[config.mk]
export PLATFORM = sky130hd
export DESIGN_NAME = blitz_hook_ctrl_flat
export DESIGN_NICKNAME = d
export VERILOG_FILES = /design/src/rtl/blitz_hook_ctrl_pkg.sv /design/src/rtl/blitz_hook_ctrl_if.sv /design/src/rtl/blitz_hook_hit.sv /design/src/rtl/blitz_hook_ctrl.sv /design/src/flat_wrapper.sv
export SDC_FILE = /design/constraint.sdc
export NUM_CORES = 1
export LEC_CHECK = 0
export CAP_MARGIN = 20
export CELL_PAD_IN_SITES_DETAIL_PLACEMENT = 1
export CELL_PAD_IN_SITES_GLOBAL_PLACEMENT = 2
export CORE_MARGIN = 3
export CORE_UTILIZATION = 30
export CTS_CLUSTER_DIAMETER = 150
export DETAILED_ROUTE_END_ITERATION = 7
export HOLD_SLACK_MARGIN = 0.06
export PLACE_DENSITY = 0.81
export SETUP_SLACK_MARGIN = 0.02
export SYNTH_ARGS = -nofsm -noshare
export SYNTH_HDL_FRONTEND = slang
export SYNTH_SLANG_ARGS = --single-unit
[constraint.sdc]
create_clock -name clk -period 5.2 [get_ports clk]
set_clock_uncertainty 0.2 [all_clocks]
set_input_delay 1.04 -clock clk [delete_from_list [all_inputs] [get_ports clk]]
set_output_delay 1.04 -clock clk [all_outputs]
set_load 0.02 [all_outputs]
[src/rtl/blitz_hook_ctrl_pkg.sv]
// blitz_pkg: screen constants and FSM encoding
// shared by the hook controller and its hit test.
package blitz_pkg;

  localparam int SCREEN_W     = 320;
  localparam int SCREEN_H     = 240;
  localparam int ARM_BASE_X   = 42;
  localparam int ARM_Y_OFFSET = 7;

  localparam logic [2:0] ST_IDLE      = 3'd0;
  localparam logic [2:0] ST_WAIT_TICK = 3'd1;
  localparam logic [2:0] ST_PLOT      = 3'd2;
  localparam logic [2:0] ST_WAIT_DONE = 3'd3;
  localparam logic [2:0] ST_UPDATE    = 3'd4;

  typedef enum logic [2:0] {
    S_IDLE      = ST_IDLE,
    S_WAIT_TICK = ST_WAIT_TICK,
    S_PLOT      = ST_PLOT,
    S_WAIT_DONE = ST_WAIT_DONE,
    S_UPDATE    = ST_UPDATE
  } state_e;

endpackage

[src/rtl/blitz_hook_ctrl_if.sv]
// Plot/done handshake between the hook controller
// (master) and the arm drawer (slave).
interface blitz_hook_ctrl_if;

  logic       arm_plot;
  logic [8:0] arm_x;
  logic [7:0] arm_y;
  logic       arm_done;

  modport master (
    output arm_plot,
    output arm_x,
    output arm_y,
    input  arm_done
  );

  modport slave (
    input  arm_plot,
    input  arm_x,
    input  arm_y,
    output arm_done
  );

endinterface

[src/rtl/blitz_hook_hit.sv]
// Combinational catch test of the hook tip against
// the poro box, in 10-bit arithmetic so nothing wraps.
module blitz_hook_hit
  import blitz_pkg::*;
#(
  parameter int PORO_W = 16,
  parameter int PORO_H = 16
) (
  input  logic [8:0] arm_x,
  input  logic [7:0] arm_y,
  input  logic [8:0] poro_x,
  input  logic [7:0] poro_y,
  output logic       hit
);

  logic [9:0] x_tip;
  logic [9:0] x_lo;
  logic [9:0] x_hi;
  logic [9:0] row_top;
  logic [9:0] row_bot;
  logic [9:0] y_lo;
  logic [9:0] y_hi;

  // The drawn arm is two rows thick at arm_y+7 and arm_y+8.
  always_comb begin
    x_tip   = {1'b0, arm_x};
    x_lo    = {1'b0, poro_x};
    x_hi    = x_lo + 10'(PORO_W - 1);
    row_top = {2'b00, arm_y} + 10'(ARM_Y_OFFSET);
    row_bot = row_top + 10'd1;
    y_lo    = {2'b00, poro_y};
    y_hi    = y_lo + 10'(PORO_H - 1);
    hit     = (x_tip >= x_lo) && (x_tip <= x_hi) &&
              (row_top <= y_hi) && (row_bot >= y_lo);
  end

endmodule

[src/rtl/blitz_hook_ctrl.sv]
// Blitzcrank grab animation: paces the hook tip out and
// back one step per frame and reports catches.
module blitz_hook_ctrl
  import blitz_pkg::*;
#(
  parameter int ARM_BASE_X = 42,
  parameter int ARM_MAX_X  = 298,
  parameter int STEP       = 8,
  parameter int PORO_W     = 16,
  parameter int PORO_H     = 16
) (
  input  logic                      clk,
  input  logic                      resetn,
  input  logic                      fire,
  input  logic                      frame_tick,
  input  logic [7:0]                blitz_y,
  input  logic [8:0]                poro_x,
  input  logic [7:0]                poro_y,
  blitz_hook_ctrl_if.master         drw,
  output logic                      busy,
  output logic                      hooked,
  output logic                      caught,
  output logic [8:0]                pull_x,
  output logic                      hook_done
);

  localparam logic [9:0] BASE10 = 10'(ARM_BASE_X);
  localparam logic [9:0] MAX10  = 10'(ARM_MAX_X);
  localparam logic [9:0] STEP10 = 10'(STEP);

  state_e     state_q, state_d;
  logic [8:0] arm_x_q, arm_x_d;
  logic [7:0] arm_y_q, arm_y_d;
  logic       dir_q, dir_d;
  logic       hooked_q, hooked_d;
  logic       caught_q, caught_d;
  logic       done_q, done_d;

  logic       hit;
  logic [9:0] x_cur;
  logic [9:0] x_up;
  logic [9:0] x_dn;

  blitz_hook_hit #(
    .PORO_W (PORO_W),
    .PORO_H (PORO_H)
  ) u_hit (
    .arm_x  (arm_x_q),
    .arm_y  (arm_y_q),
    .poro_x (poro_x),
    .poro_y (poro_y),
    .hit    (hit)
  );

  always_comb begin
    x_cur = {1'b0, arm_x_q};
    x_up  = (x_cur + STEP10 > MAX10) ? MAX10 : x_cur + STEP10;
    x_dn  = (x_cur < BASE10 + STEP10) ? BASE10 : x_cur - STEP10;
  end

  always_comb begin
    state_d  = state_q;
    arm_x_d  = arm_x_q;
    arm_y_d  = arm_y_q;
    dir_d    = dir_q;
    hooked_d = hooked_q;
    caught_d = 1'b0;
    done_d   = 1'b0;
    unique case (state_q)
      S_IDLE: begin
        if (fire) begin
          arm_x_d = 9'(BASE10 + STEP10);
          arm_y_d = blitz_y;
          dir_d   = 1'b0;
          state_d = S_WAIT_TICK;
        end
      end
      S_WAIT_TICK: begin
        if (frame_tick) state_d = S_PLOT;
      end
      S_PLOT: begin
        state_d = S_WAIT_DONE;
      end
      S_WAIT_DONE: begin
        if (drw.arm_done) state_d = S_UPDATE;
      end
      S_UPDATE: begin
        state_d = S_WAIT_TICK;
        if (!dir_q && hit) begin
          hooked_d = 1'b1;
          caught_d = 1'b1;
          dir_d    = 1'b1;
          arm_x_d  = x_dn[8:0];
        end else if (!dir_q && x_cur >= MAX10) begin
          dir_d   = 1'b1;
          arm_x_d = x_dn[8:0];
        end else if (!dir_q) begin
          arm_x_d = x_up[8:0];
        end else if (x_cur == BASE10) begin
          hooked_d = 1'b0;
          done_d   = 1'b1;
          state_d  = S_IDLE;
        end else begin
          arm_x_d = x_dn[8:0];
        end
      end
      default: state_d = S_IDLE;
    endcase
  end

  always_ff @(posedge clk) begin
    if (!resetn) begin
      state_q  <= S_IDLE;
      arm_x_q  <= 9'(BASE10);
      arm_y_q  <= 8'd0;
      dir_q    <= 1'b0;
      hooked_q <= 1'b0;
      caught_q <= 1'b0;
      done_q   <= 1'b0;
    end else begin
      state_q  <= state_d;
      arm_x_q  <= arm_x_d;
      arm_y_q  <= arm_y_d;
      dir_q    <= dir_d;
      hooked_q <= hooked_d;
      caught_q <= caught_d;
      done_q   <= done_d;
    end
  end

  assign drw.arm_plot = (state_q == S_PLOT);
  assign drw.arm_x    = arm_x_q;
  assign drw.arm_y    = arm_y_q;
  assign busy         = (state_q != S_IDLE);
  assign hooked       = hooked_q;
  assign caught       = caught_q;
  assign hook_done    = done_q;
  assign pull_x       = hooked_q ? arm_x_q : 9'd0;

endmodule

[src/flat_wrapper.sv]
// flat-port wrapper written by rule: the top's interface ports become plain ports
module blitz_hook_ctrl_flat import blitz_pkg::*;
#(
  parameter int ARM_BASE_X = 42,
  parameter int ARM_MAX_X  = 298,
  parameter int STEP       = 8,
  parameter int PORO_W     = 16,
  parameter int PORO_H     = 16
)
  (clk, resetn, fire, frame_tick, blitz_y, poro_x, poro_y, busy, hooked, caught, pull_x, hook_done, drw_arm_plot, drw_arm_x, drw_arm_y, drw_arm_done);
  blitz_hook_ctrl_if drw_i ();
  input  logic clk;
  input  logic resetn;
  input  logic fire;
  input  logic frame_tick;
  input  logic [7:0] blitz_y;
  input  logic [8:0] poro_x;
  input  logic [7:0] poro_y;
  output logic busy;
  output logic hooked;
  output logic caught;
  output logic [8:0] pull_x;
  output logic hook_done;
  output wire logic [$bits(drw_i.arm_plot)-1:0] drw_arm_plot;
  output wire logic [$bits(drw_i.arm_x)-1:0] drw_arm_x;
  output wire logic [$bits(drw_i.arm_y)-1:0] drw_arm_y;
  input wire logic [$bits(drw_i.arm_done)-1:0] drw_arm_done;
  assign drw_arm_plot = drw_i.arm_plot;
  assign drw_arm_x = drw_i.arm_x;
  assign drw_arm_y = drw_i.arm_y;
  assign drw_i.arm_done = drw_arm_done;
  blitz_hook_ctrl #(.ARM_BASE_X(ARM_BASE_X), .ARM_MAX_X(ARM_MAX_X), .STEP(STEP), .PORO_W(PORO_W), .PORO_H(PORO_H)) u_core (.clk(clk), .resetn(resetn), .fire(fire), .frame_tick(frame_tick), .blitz_y(blitz_y), .poro_x(poro_x), .poro_y(poro_y), .drw(drw_i), .busy(busy), .hooked(hooked), .caught(caught), .pull_x(pull_x), .hook_done(hook_done));
endmodule
Yosys cells after proc, flatten, opt, wreduce, memory -nomap -nowiden. Cells that the tools add are included. W data, S select, Z words.

Register bits after elaboration: 24. Input bits: 30. Output and inout bits: 31. Word-level logic and storage cells: 79.

Add/sub/neg operators: 6. $lt $le $gt $ge: 7. Eq/ne operators: 11. Muxes and demuxes: 27. Bitwise logic cells: 3. Reduce and logical (&&, ||, !) cells: 18.

Operator list (count): $mux W9 (8); $add A9 B4 Y10 const B (2); $mux W3 (6); $pmux W9 S2 (1); $pmux W3 S5 (1); $add A9 B1 Y10 const B (1); $ge A10 B8 Y1 (1); $gt A10 B9 Y1 const B (1); $le A9 B10 Y1 (1); $mux W1 (10); $add A8 B3 Y9 const B (1); $add A8 B4 Y9 const B (1); $eq A9 B6 Y1 const B (1); $ge A9 B9 Y1 (1); $ge A9 B9 Y1 const B (1); $le A9 B9 Y1 (1); $lt A9 B6 Y1 const B (1); $reduce_and A3 Y1 (3); $sub A9 B4 Y9 const B (1); $eq A3 B2 Y1 const B (2); $ne A2 B2 Y1 const B (3); $reduce_bool A2 Y1 (3); $logic_and A1 B1 Y1 (5); $ne A5 B5 Y1 const B (1); 12 further kinds (15).

Logic depth before layout (Yosys ltp). Gate-level depths: netlist (run 1).

Depth in word-level cells: 8. Mapped depth: 17.

By module. From an unflattened synthesis (run 1), not the netlist that was laid out.

Cells, all modules: 374. Area, all modules: 2885.3 sq um.

Modules (own cells, without submodules): blitz_hook_ctrl (instances 1, cells each 192, area an instance 1515.2 sq um, seq. area each 480.5 sq um); blitz_hook_hit (instances 1, cells each 182, area an instance 1370.1 sq um, seq. area each 0.0 sq um).

Least setup slack after synthesis (run 1). OpenSTA, ideal clock, no wires.

Kind: reg2reg. From: register u_core.arm_y_q[0] (netlist: u_core.drw.arm_y[0]). To: register u_core.arm_x_q[1] (netlist: u_core.drw.arm_x[1]). Arrival time: 4014 ps. Data required time: 4873 ps. Setup slack: 859 ps. Cell stages (with the launch flop): 17. Buffers on the path: 1. Cells stage by stage: dfxtp_1 buf_2 inv_1 ha_1 nor2b_2 or3_4 nand2_1 nand2_1 nor3_1 xor2_1 ha_1 nand4_1 or3_2 a311o_4 a211oi_4 a211oi_2 or3_1.

Longest elaborated chain between the ends: 7.

Ends and longest elaborated chain: from (decl) (line blitz_hook_ctrl.sv:33) `logic [7:0] arm_y_q, arm_y_d;`; from (signal assigned) (line blitz_hook_ctrl.sv:123) `arm_y_q <= arm_y_d;`; $add A8 B3 Y9 * (line blitz_hook_hit.sv:29) `row_top = {2'b00, arm_y} + 10'(ARM_Y_OFFSET);`; $add A9 B1 Y10 or $le A9 B9 Y1 (tied branches) (line blitz_hook_hit.sv:30, blitz_hook_hit.sv:34); $ge A10 B8 Y1 or $logic_and A1 B1 Y1 (tied branches) (line blitz_hook_hit.sv:34, blitz_hook_hit.sv:33); $logic_and A1 B1 Y1 * (line blitz_hook_hit.sv:34) `(row_top <= y_hi) && (row_bot >= y_lo);`; $logic_and A1 B1 Y1 * (line blitz_hook_ctrl.sv:89) `if (!dir_q && hit) begin`; $ne A5 B5 Y1 (no source line) or $mux W9 (tied branches); $reduce_and A3 Y1 (no source line) or $pmux W9 S2 (tied branches); to (signal assigned) (line blitz_hook_ctrl.sv:114) `arm_x_q <= 9'(BASE10);`; to (signal assigned) (line blitz_hook_ctrl.sv:122) `arm_x_q <= arm_x_d;`; to (decl) (line blitz_hook_ctrl.sv:32) `logic [8:0] arm_x_q, arm_x_d;`.

Every way passes the cells marked *; elsewhere a longest branch is shown, timed or not. A chain may end at the register's enable or synchronous reset.

Worst setup path in the final report (run 1).
From: input port poro_x[0]. To: register u_core.arm_x_q[1] (netlist: u_core.drw.arm_x[1]).

Longest elaborated chain between the ends: 8.

Ends and longest elaborated chain: from (decl) (line flat_wrapper.sv:17) `input logic [8:0] poro_x;`; $add A9 B4 Y10 (line blitz_hook_hit.sv:28) `x_hi = x_lo + 10'(PORO_W - 1);`; $le A9 B10 Y1 (line blitz_hook_hit.sv:33) `hit = (x_tip >= x_lo) && (x_tip <= x_hi) &&`; $logic_and A1 B1 Y1 * (2 in a row) (line blitz_hook_hit.sv:33); $logic_and A1 B1 Y1 * (line blitz_hook_hit.sv:34); $logic_and A1 B1 Y1 * (line blitz_hook_ctrl.sv:89); $ne A5 B5 Y1 (no source line) or $mux W9 (tied branches); $reduce_and A3 Y1 (no source line) or $pmux W9 S2 (tied branches).

Marked as above.

==> results of run 1 <==
metal layers:
metal,GRT usage (%),vias up
li1,-,1466
met1,22.2,1439
met2,27.4,56
met3,1.61,12
met4,4.75,0
met5,0,-
critical path: stages:
cell             delay (ns)
clkdlybuf4s50_1        0.52
inv_1                  0.09
ha_1                   0.22
and3_1                 0.24
nor2_1                 0.17
xnor2_1                0.09
ha_1                   0.30
nand4_1                0.11
o32a_1                 0.34
o21ai_0                0.08
a21oi_1                0.12
a311o_4                0.40
a211oi_4               0.34
a211oi_2               0.11
or3_1                  0.33
cell families after synthesis:
kind of cell,after synthesis,share of synthesized area [%]
buffers and inverters,44,6.86
multiplexers,2,0.695
AND/OR/NAND/NOR,142,25.5
flip-flops,24,16.7
AO/OA/AOI/OAI,92,22.6
XOR/XNOR,28,8.51
adder cells (fa/ha/maj),44,19.1
cell usage in the layout, fill, tap and decap left out, types with 3 or more instances in the layout:
cell type and instances:
nand2_1 40, xnor2_1 21, a211oi_1 6, nand2b_1 6
a211o_1 3, and3_1 4, inv_1 31, o21ai_0 22
buf_4 3, xor2_1 7, a31oi_1 3, nor4_1 5
o32ai_1 4, dfxtp_1 24, or3_1 3, nor2_1 22
nor3_1 17, a21oi_1 24, clkdlybuf4s50_1 60, ha_1 44
and2_1 9, nand4_1 7, nand3_1 12, clkbuf_8 3
through the flow:
stage / util [%] / power, mW
after floorplan: - / 0.414
after global placement: 38.7 / 0.510
after detailed placement: 38.7 / 0.518
after CTS: 39.1 / 0.632
after global routing: 39.1 / 0.678
final: 39.1 / 0.623
worst paths after layout:
path / depth (start not counted) / slack (ns) / endpoint
hold reg to reg: 2 / 0.33 / u_core.state_q[2]
setup reg to reg: 15 / 0.72 / u_core.drw.arm_x[1]
hold / removal: 2 / 0.33 / u_core.state_q[2]
setup / recovery: 15 / 0.65 / u_core.drw.arm_x[1]
state kept, by name, summed over array words and instances (netlist names):
register          count
u_core.drw.arm_y      8
u_core.dir_q          1
u_core.drw.arm_x      9
u_core.hooked         1
u_core.caught         1
u_core.hook_done      1
u_core.state_q        3
final cells by class:
class / count / area (um^2)
Inverter: 33 / 124
Fill cell: 1144 / 5650
Multi-Input combinational cell: 308 / 2200
Timing Repair Buffer: 63 / 623
Tap cell: 129 / 161
Sequential cell: 24 / 480
Clock buffer: 3 / 41.3
where the power goes:
group,internal [mW],total (mW),switching [mW]
combinational,0.136,0.297,0.160
clock,0.0519,0.112,0.0600
sequential,0.193,0.214,0.0212
==> flow_summary.ini, run 1 <==
[grt]
grt_util_all_layers_pct = 16.3
overflow = 0
antenna_found_initial = 0
grt_pass1_vias = 3043
grt_max_degree = 20
grt_pass1_wl_mm = 15.0

[synth]
yosysWarningCount = 0
synthTopCellsByArea = ha_1 19%, dfxtp_1 17%, xnor2_1 6.4%
syn_area_um2 = 2880
async_flop_share_pct = 0
synth_area_leader_cell = ha_1
yosys.area.top_type_share_pct = 19.1
synth_ff_type = dfxtp_1
synth_edf_count = 0
ys_seq_elements = 24
synth_nets = 450
syn_inst = 376
yosysSeqAreaShare_pct = 16.7
synth.avg_cell_area_um2 = 7.66
synth.most_common_cell = ha_1
synth_cell_types = 65
synth_common_cells = 44 x ha_1, 40 x nand2_1, 31 x inv_1, 24 x a21oi_1, 24 x dfxtp_1

[timing]
post-route-period-util_pct = 87.4
fin_hold_ws_ns = 0.330
finalMaxSlewViolations = 0
fin_crit_ns = 4.55
slew_headroom_pct = 50.3
max_freq_mhz = 220
hold_violations = 0
setup_violations = 0
tns_ns = 0
worst_slew_pin_slew_ns = 0.745
rsz0062_at_grt = no
setup_ws_ns = 0.653

[routing]
wl_met1_mm = 4.23
highest_layer = met4
vias = 2973
drc = 0
viasPerCell = 5.31
wl_met3_um = 205
drt-total-wl_mm = 8.83
dr.pass1.iters = 4
post_drt_wl_per_cell_um = 15.8
drt-initial-drc-count = 97
final_antenna_net_count = 0
dr_wl_met2_mm = 4.25

[clock_network]
clock-root-buffer = clkbuf_8
clock_latency_ns = 0.27
cts_sinks = 24
holdBufCountCts = 0
cts_tree = yes
cts_buffers = 3
cts_resized = 0
post_cts_buffers = 0
cts_buffer_depth = 2
cts_max_level = 1
clk_pin_slew_worst_paths_ns = 0.09

[die]
chipHeight_um = 104
row_count = 35
pin_count = 61
die_x_um = 104
core_area_um2 = 9280
die_area_um2 = 10800
start_util_pct = 31.0

[layout]
area_delta_synth_final_pct = 26.1
nets = 507
fin_area_um2 = 3630
insertedDiodeCount = 0
drive_above_1_share_pct = 6.26
instances_no_fill = 560

[setup_path]
r2r_start = u_core.drw.arm_y[1]
startpoint = poro_x[0]
cp-start-kind = input port
path_class = in -> reg
cp-end-kind = flip-flop
cp.arrival_ns = 4.50
cp.required_ns = 5.16
cp_max_fo = 7

[place]
placed_cell_area_um2 = 3590
finalWeightedCongestion = 0.883
dp_hpwl_mm = 7.14
io_buffers = 60
dp_cells = 557
place_ws_ns = 0.391

[power]
p_leak_nw = 1.44
power.density_nw_per_um2 = 172
vdd_ir_drop_max_mv = 0.0973

[min_path]
hold_start = u_core.state_q[0]
hold_path.class = reg -> reg

[outcome]
status = completed

[job]
maxCapViolCount = 0
(Power assumes the default switching activity.)
==> inputs of run 2 (changes only) <==
--- a/config.mk
+++ b/config.mk
@@ -12,6 +12,7 @@
 export CORE_UTILIZATION = 30
 export CTS_CLUSTER_DIAMETER = 150
 export DETAILED_ROUTE_END_ITERATION = 7
+export GPL_ROUTABILITY_DRIVEN = 1
 export HOLD_SLACK_MARGIN = 0.06
 export PLACE_DENSITY = 0.81
 export SETUP_SLACK_MARGIN = 0.02
==> results of run 2 <==
Same layout as run 1: the final DEF is identical, and so are final timing and power.
